`config.mk`:
```
export PLATFORM = sky130hd
export DESIGN_NAME = chunked_adder
export DESIGN_NICKNAME = d
export VERILOG_FILES = /design/src/rtl/chunked_adder.sv
export SDC_FILE = /design/constraint.sdc
export NUM_CORES = 1
export LEC_CHECK = 0
export ABC_CLOCK_PERIOD_IN_PS = 2500
export BUFFER_PORTS_ARGS = -buffer_cell sky130_fd_sc_hd__buf_2
export CORE_UTILIZATION = 55
export DETAILED_ROUTE_END_ITERATION = 6
export MAX_ROUTING_LAYER = met4
export PLACE_DENSITY = 0.88
export SETUP_SLACK_MARGIN = 0.1
export SLEW_MARGIN = 10
export SYNTH_ARGS = -nofsm -noshare
export SYNTH_HDL_FRONTEND = slang
export SYNTH_SLANG_ARGS = --single-unit
```
`constraint.sdc`:
```
create_clock -name clock -period 2.5 [get_ports clock]
set_input_delay 0.25 -clock clock [delete_from_list [all_inputs] [get_ports clock]]
set_output_delay 0.25 -clock clock [all_outputs]
set_load 0.02 [all_outputs]
```
`src/rtl/chunked_adder.sv`:
```
// chunked_adder: multi-cycle two's-complement adder/subtractor.
// Sums a WIDTH-bit operand pair CHUNK bits per clock through a ripple chain
// of full-adder cells, carrying between chunks in a register.
//
// Ports:
//   clock, reset_n       clock and asynchronous active-low reset
//   start, sub, a, b     request, mode (0 add / 1 subtract) and operands,
//                        sampled when the block is not busy
//   busy                 high while the operation is in RUN
//   done                 one-cycle pulse, results valid in that cycle
//   sum                  WIDTH-bit result, held until the next completion
//   carry_out            carry out of the MSB (subtract: 1 = no borrow)
//   overflow             signed overflow of the WIDTH-bit result
module chunked_adder #(
    parameter int unsigned WIDTH = 16,
    parameter int unsigned CHUNK = 4
) (
    input  logic             clock,
    input  logic             reset_n,
    input  logic             start,
    input  logic             sub,
    input  logic [WIDTH-1:0] a,
    input  logic [WIDTH-1:0] b,
    output logic             busy,
    output logic             done,
    output logic [WIDTH-1:0] sum,
    output logic             carry_out,
    output logic             overflow
);

    localparam int unsigned STEPS = WIDTH / CHUNK;
    localparam int unsigned CNT_W = (STEPS > 1) ? $clog2(STEPS) : 1;

    typedef enum logic [1:0] {
        IDLE = 2'd0,
        RUN  = 2'd1,
        DONE = 2'd2
    } state_t;

    state_t state, state_next;

    logic [WIDTH-1:0] a_sh;
    logic [WIDTH-1:0] b_sh;
    logic [WIDTH-1:0] sum_sh;
    logic             carry_r;
    logic [CNT_W-1:0] cnt;

    logic             load;
    logic             step;
    logic             last;

    logic [CHUNK:0]   chain_c;
    logic [CHUNK-1:0] chain_s;
    logic [WIDTH-1:0] sum_shift;

    // Ripple chain over the low chunk of the operand shift registers.
    always_comb begin
        chain_c    = '0;
        chain_s    = '0;
        chain_c[0] = carry_r;
        for (int i = 0; i < int'(CHUNK); i++) begin
            chain_s[i]   = a_sh[i] ^ b_sh[i] ^ chain_c[i];
            chain_c[i+1] = (a_sh[i] & b_sh[i]) | (chain_c[i] & (a_sh[i] ^ b_sh[i]));
        end
    end

    // New chunk enters at the top; after STEPS shifts the word is aligned.
    // The concat form stays legal when CHUNK == WIDTH.
    assign sum_shift = WIDTH'({chain_s, sum_sh} >> CHUNK);
    assign last      = (cnt == CNT_W'(STEPS - 1));

    // State register.
    always_ff @(posedge clock or negedge reset_n) begin
        if (!reset_n) begin
            state <= IDLE;
        end else begin
            state <= state_next;
        end
    end

    // Next-state and datapath control.
    always_comb begin
        state_next = state;
        load       = 1'b0;
        step       = 1'b0;
        case (state)
            IDLE: begin
                if (start) begin
                    load       = 1'b1;
                    state_next = RUN;
                end
            end
            RUN: begin
                step = 1'b1;
                if (last) begin
                    state_next = DONE;
                end
            end
            DONE: begin
                if (start) begin
                    load       = 1'b1;
                    state_next = RUN;
                end else begin
                    state_next = IDLE;
                end
            end
            default: state_next = IDLE;
        endcase
    end

    // Operand/carry/sum shift registers and the visible result registers.
    always_ff @(posedge clock or negedge reset_n) begin
        if (!reset_n) begin
            a_sh      <= '0;
            b_sh      <= '0;
            sum_sh    <= '0;
            carry_r   <= 1'b0;
            cnt       <= '0;
            busy      <= 1'b0;
            done      <= 1'b0;
            sum       <= '0;
            carry_out <= 1'b0;
            overflow  <= 1'b0;
        end else begin
            busy <= (state_next == RUN);
            done <= (state_next == DONE);
            if (load) begin
                // Subtract is a + ~b + 1: the +1 rides in as the initial carry.
                a_sh    <= a;
                b_sh    <= sub ? ~b : b;
                carry_r <= sub;
                cnt     <= '0;
            end else if (step) begin
                a_sh    <= a_sh >> CHUNK;
                b_sh    <= b_sh >> CHUNK;
                sum_sh  <= sum_shift;
                carry_r <= chain_c[CHUNK];
                cnt     <= cnt + CNT_W'(1);
                if (last) begin
                    sum       <= sum_shift;
                    carry_out <= chain_c[CHUNK];
                    overflow  <= chain_c[CHUNK] ^ chain_c[CHUNK-1];
                end
            end
        end
    end

endmodule

```
Yosys cells after proc, flatten, opt, wreduce, memory -nomap -nowiden --
Index checks and enable logic that the tools add are counted.
Word-level totals: register bits 73, logic and storage cells 61
Cells by class: add/sub/neg operators 1, bitwise gates (word level) 23, reduce and logical (&&, ||, !) cells 5, equal/unequal tests 5, muxes and demuxes 16
Operator list (count):
- $mux 16 | 5
- $not 16->16 | 1
- $xor 1x1->1 | 9
- $and 1x1->1 | 8
- $mux 2 | 4
- $eq 2x2->1 const B | 3
- $mux 1 | 6
- $pmux 2 s3 | 1
- $eq 2x1->1 const B | 2
- $or 1x1->1 | 4
- $reduce_and 3->1 | 1
- $add 2x1->2 const B | 1
- $logic_not 2->1 | 1
- $reduce_and 2->1 | 1
- $reduce_bool 2->1 | 1
- $reduce_or 2->1 | 1
- $not 1->1 | 1

Logic depth before layout (Yosys ltp) --
depth after elaboration 11, mapped depth 10, mapped depth without buffers 10

Worst setup path after synthesis --
Ideal clock, no wire load.
kind register to register, start register a_sh[0], end register sum_sh[15], setup slack 0.371 ns, library setup time 0.083 ns, data arrival time 2.046 ns, clock period less this slack 2.129 ns, buffers on the path 0, cell stages (with the launch flop) 9, path through dfrtp_1 > fa_1 > inv_1 > fa_1 > inv_1 > fa_1 > inv_1 > fa_1 > o21ai_0
On the way: word-level cells in the longest chain between the ends 8, elaborated cells on any way between the ends 9, those cells by class bitwise: 9
Ends and longest elaborated chain:
- start: declaration | RTL line 42 | logic [WIDTH-1:0] a_sh;
- start signal: assignment | RTL line 134 | a_sh <= a_sh >> CHUNK;
- $xor 1x1->1 | RTL line 63 | chain_c[i+1] = (a_sh[i] & b_sh[i]) | (chain_c[i] & (a_sh[i] ^ b_sh[i]));
- $and 1x1->1 | RTL line 63
- $or 1x1->1 * | RTL line 63
- $and 1x1->1 * | RTL line 63
- $or 1x1->1 * | RTL line 63
- $and 1x1->1 * | RTL line 63
- $or 1x1->1 * | RTL line 63
- $xor 1x1->1 * | RTL line 62 | chain_s[i] = a_sh[i] ^ b_sh[i] ^ chain_c[i];
- end signal: assignment | RTL line 136 | sum_sh <= sum_shift;
- end: declaration | RTL line 44 | logic [WIDTH-1:0] sum_sh;
Mark *: on every way between the ends. The rest lies on a longest branch, timed or not. A chain may end at the register's enable or synchronous reset.

Worst setup path in the final report --
start register a_sh[0], end register sum[15]
On the way: word-level cells in the longest chain between the ends 8, elaborated cells on any way between the ends 9, those cells by class bitwise: 9
Ends and longest elaborated chain:
- $xor 1x1->1 | RTL line 63
- $and 1x1->1 | RTL line 63
- $or 1x1->1 * | RTL line 63
- $and 1x1->1 * | RTL line 63
- $or 1x1->1 * | RTL line 63
- $and 1x1->1 * | RTL line 63
- $or 1x1->1 * | RTL line 63
- $xor 1x1->1 * | RTL line 62
- end signal: assignment | RTL line 140 | sum <= sum_shift;
- end: declaration | RTL line 26 | output logic [WIDTH-1:0] sum,
Marked as above.

==> results.py <==
metrics = {
    "status": {
        "status": "finished, final reports clean",
    },
    "die": {
        "die_h_um": 76.0,
        "die_area_um2": 5780,
        "row_count": 26,
        "start_util": 0.579,
        "die_w_um": 76.0,
        "core_area_um2": 5200,
        "ios": 56,
    },
    "final_layout": {
        "drive_gt1_frac": 0.266,
        "diodes": 0,
        "final_util": 0.688,
        "syn_to_final_growth_pct": 18.8,
        "final_nets": 385,
    },
    "power": {
        "p_leak_uw": 0.00180,
        "power.internal_uw": 3200,
        "power_switching_uw": 1870,
        "p_sw_frac": 0.369,
        "powerDensity_nw_per_um2": 1420,
        "p_seq_frac": 0.387,
        "combPwrFrac": 0.389,
        "p_clk_frac": 0.223,
        "ir_drop_mv": 0.601,
    },
    "route": {
        "drc": 0,
        "ant_nets": 0,
        "via_per_inst": 5.31,
        "first_pass_iters": 4,
        "drt-total-wl_um": 5680,
        "vias": 2225,
        "drt_iter0_drc": 115,
        "wl_per_cell_um": 13.6,
    },
    "place": {
        "io_buffer_count": 55,
        "gp_congestion": 0.722,
        "hpwl_um": 3840,
    },
    "sta": {
        "hold_viol": 0,
        "rsz0062_at_grt": "true",
        "tns_ns": 0,
        "max_freq_mhz": 433,
        "worstMarginPinSlew_ns": 0.829,
        "fin_hold_ws_ns": 0.0959,
        "fin_crit_sh": 0.923,
        "max_slew_margin": 0.447,
        "layout_min_cycle_time_ns": 2.31,
        "drv_slew": 0,
        "setup_viol": 0,
        "finClkSkew_ns": 0.00540,
    },
    "global_routing": {
        "grt_pass1_wl_um": 9680,
        "grt-ovfl-total": 0,
        "grt.total_usage": 0.223,
        "grt_max_degree": 70,
        "busiest_layer": "met2",
        "use_met2": 0.373,
        "met1_usage": 0.264,
        "antenna_found_initial": 0,
        "grt_util_met3": 0.0503,
        "grt_pass1_vias": 2187,
    },
    "critical_path": {
        "crit_type": "register to register",
        "start_kind": "register",
        "crit_slowest_cell": "fa_1",
        "crit_arrival_ns": 2.55,
        "critPathRequiredTime_ns": 2.74,
        "crit_chain": "fa_1, inv_1, fa_1, inv_1, fa_1, inv_1, fa_1, o21ai_1",
        "end_kind": "register",
        "path_common_cell": "fa_1",
        "slowest_delay_ns": 0.43,
        "reg2reg_slack_ns": 0.19,
        "crit_fanout": 2,
    },
    "job": {
        "maxCapViolCount": 0,
    },
    "synthesis": {
        "synthesis.nets": 332,
        "synth_cell_type_count": 27,
        "synth-async-reset-ratio": 1.00,
        "synthTopCellsByArea": "dfrtp_1 57%, nand2_1 10%, mux2_2 5.2%, xor2_1 4.9%, a31oi_1 4.2%",
        "synth_seq_cells": 69,
        "synth_edf_count": 0,
        "synth-seq-area-share": 0.573,
        "synth_top_area_share": 0.573,
        "syn_area_per_cell_um2": 10.4,
        "ys.flop_type": "dfrtp_1",
        "synth_warnings": 0,
        "postSynthCellCount": 291,
        "syn-cell-area_um2": 3010,
        "synth_top_area_cell": "dfrtp_1",
    },
    "clock_network": {
        "cts_htree_levels": 3,
        "clk_pin_slew_ns": 0.07,
        "cts_setup_buffers": 0,
        "numCtsBuffers": 9,
        "cts_buffer_depth": 2,
        "cts_tree": "yes",
        "clock_tree.root_cell": "clkbuf_8",
        "clock_latency_ns": 0.33,
        "cts_sinks": 69,
    },
    "hold_path": {
        "worst_hold_path_type": "input port to asynchronous set/reset pin",
    },
}
-- worst paths after layout --
check                      startpoint   endpoint  cells after the start
setup / recovery              a_sh[0]    sum[15]                      8
hold / removal                reset_n     sum[3]                      2
setup reg to reg              a_sh[0]    sum[15]                      8
hold reg to reg             sum_sh[4]  sum_sh[4]                      2
max in group asynchronous     reset_n     sum[0]                      2
min in group clock              a[13]   a_sh[13]                      2
-- metrics by stage --
stage          setup slack [ns]  std cells  total power [uW]  area [um^2]
3_5_place_dp              0.168        403              3970         3320
6_report                  0.193        419              5070         3580
5_1_grt                  0.0713        419              5450         3580
2_1_floorplan             0.371        291              3410         3010
4_1_cts                   0.151        419              5120         3580
3_3_place_gp              0.313        403              3820         3320
-- kinds of logic after synthesis --
group | count (synthesis) | share of synthesized area
adders and majority gates | 5 | 0.0307
buffers and inverters | 29 | 0.0469
AOI/OAI and AO/OA | 44 | 0.0963
DFF | 69 | 0.573
and+or+nand+nor | 113 | 0.151
muxes | 14 | 0.0523
xor gates and xnor gates | 17 | 0.0494
-- synth_stat cells, types with 2 or more instances --
cell type and n:
o21ai_0 9, dfrtp_1 69, mux2_2 14, buf_2 14, a31oi_1 20, fa_1 4, a221o_1 2, nand3_1 3
inv_1 9, xor2_1 17, buf_4 2, a22o_1 8, a22oi_1 2, nor3_1 2, a21oi_1 2, clkbuf_1 3
nand2b_1 2, nand2_1 81, nor2_1 20
-- layout make-up --
cell class	instances	area, um^2
repair buffers	62	328
flip-flops and latches	69	1730
multi-input cells	193	1140
clock buffers	13	169
well taps	70	87.6
clock inverters	3	90.1
inverters	9	33.8
fillers	397	1630
-- registers in the layout, summed over array words and instances (netlist names) --
| name | count |
|---|---|
| carry_r | 1 |
| a_sh | 16 |
| b_sh | 16 |
| busy | 1 |
| overflow | 1 |
| state | 2 |
| cnt | 2 |
| done | 1 |
| sum | 16 |
| carry_out | 1 |
| sum_sh | 12 |
-- cell usage in the layout (no fill, tap or decap), types with 2 or more instances in the layout --
| master | n |
|---|---|
| a221o_1 | 2 |
| buf_2 | 55 |
| o21ai_1 | 4 |
| o21ai_0 | 6 |
| clkbuf_8 | 12 |
| a22oi_1 | 2 |
| nand2b_1 | 2 |
| buf_4 | 7 |
| nor3_1 | 2 |
| a22o_1 | 8 |
| bufinv_16 | 3 |
| mux2_2 | 14 |
| inv_1 | 9 |
| nand2_1 | 81 |
| a21oi_1 | 2 |
| xor2_1 | 17 |
| fa_1 | 4 |
| nor2_1 | 20 |
| a31oi_1 | 20 |
| nand3_1 | 3 |
| dfrtp_1 | 69 |
-- layer usage --
metal | up-vias | share of wire
met5 | - | 0
met4 | 0 | 0.013
met3 | 8 | 0.050
met2 | 77 | 0.51
met1 | 1077 | 0.43
li1 | 1063 | -
-- power by group through the flow --
stage | Sequential [uW] | Clock, uW | Combinational, uW
floorplan | 2090 | 0 | 1320
global placement | 1940 | 0 | 1880
detailed placement | 1980 | 0 | 1980
CTS | 1960 | 1160 | 1990
global route | 2020 | 1200 | 2220
finish | 1960 | 1130 | 1970
-- critical path: cells and delay by family (launching register included) --
| family | cells | cell delay (ns) |
|---|---|---|
| AOI/OAI and AO/OA | 1 | 0.14 |
| adders and majority gates | 4 | 1.44 |
| buffers and inverters | 3 | 0.23 |
| DFF | 1 | 0.40 |
-- repair_timing --
item	4_1_cts	5_1_grt
gates resized for setup	0	3
hold buffers	0	0
setup endpoints to repair	0	3
No activity file was read; power rests on OpenSTA's default activity.
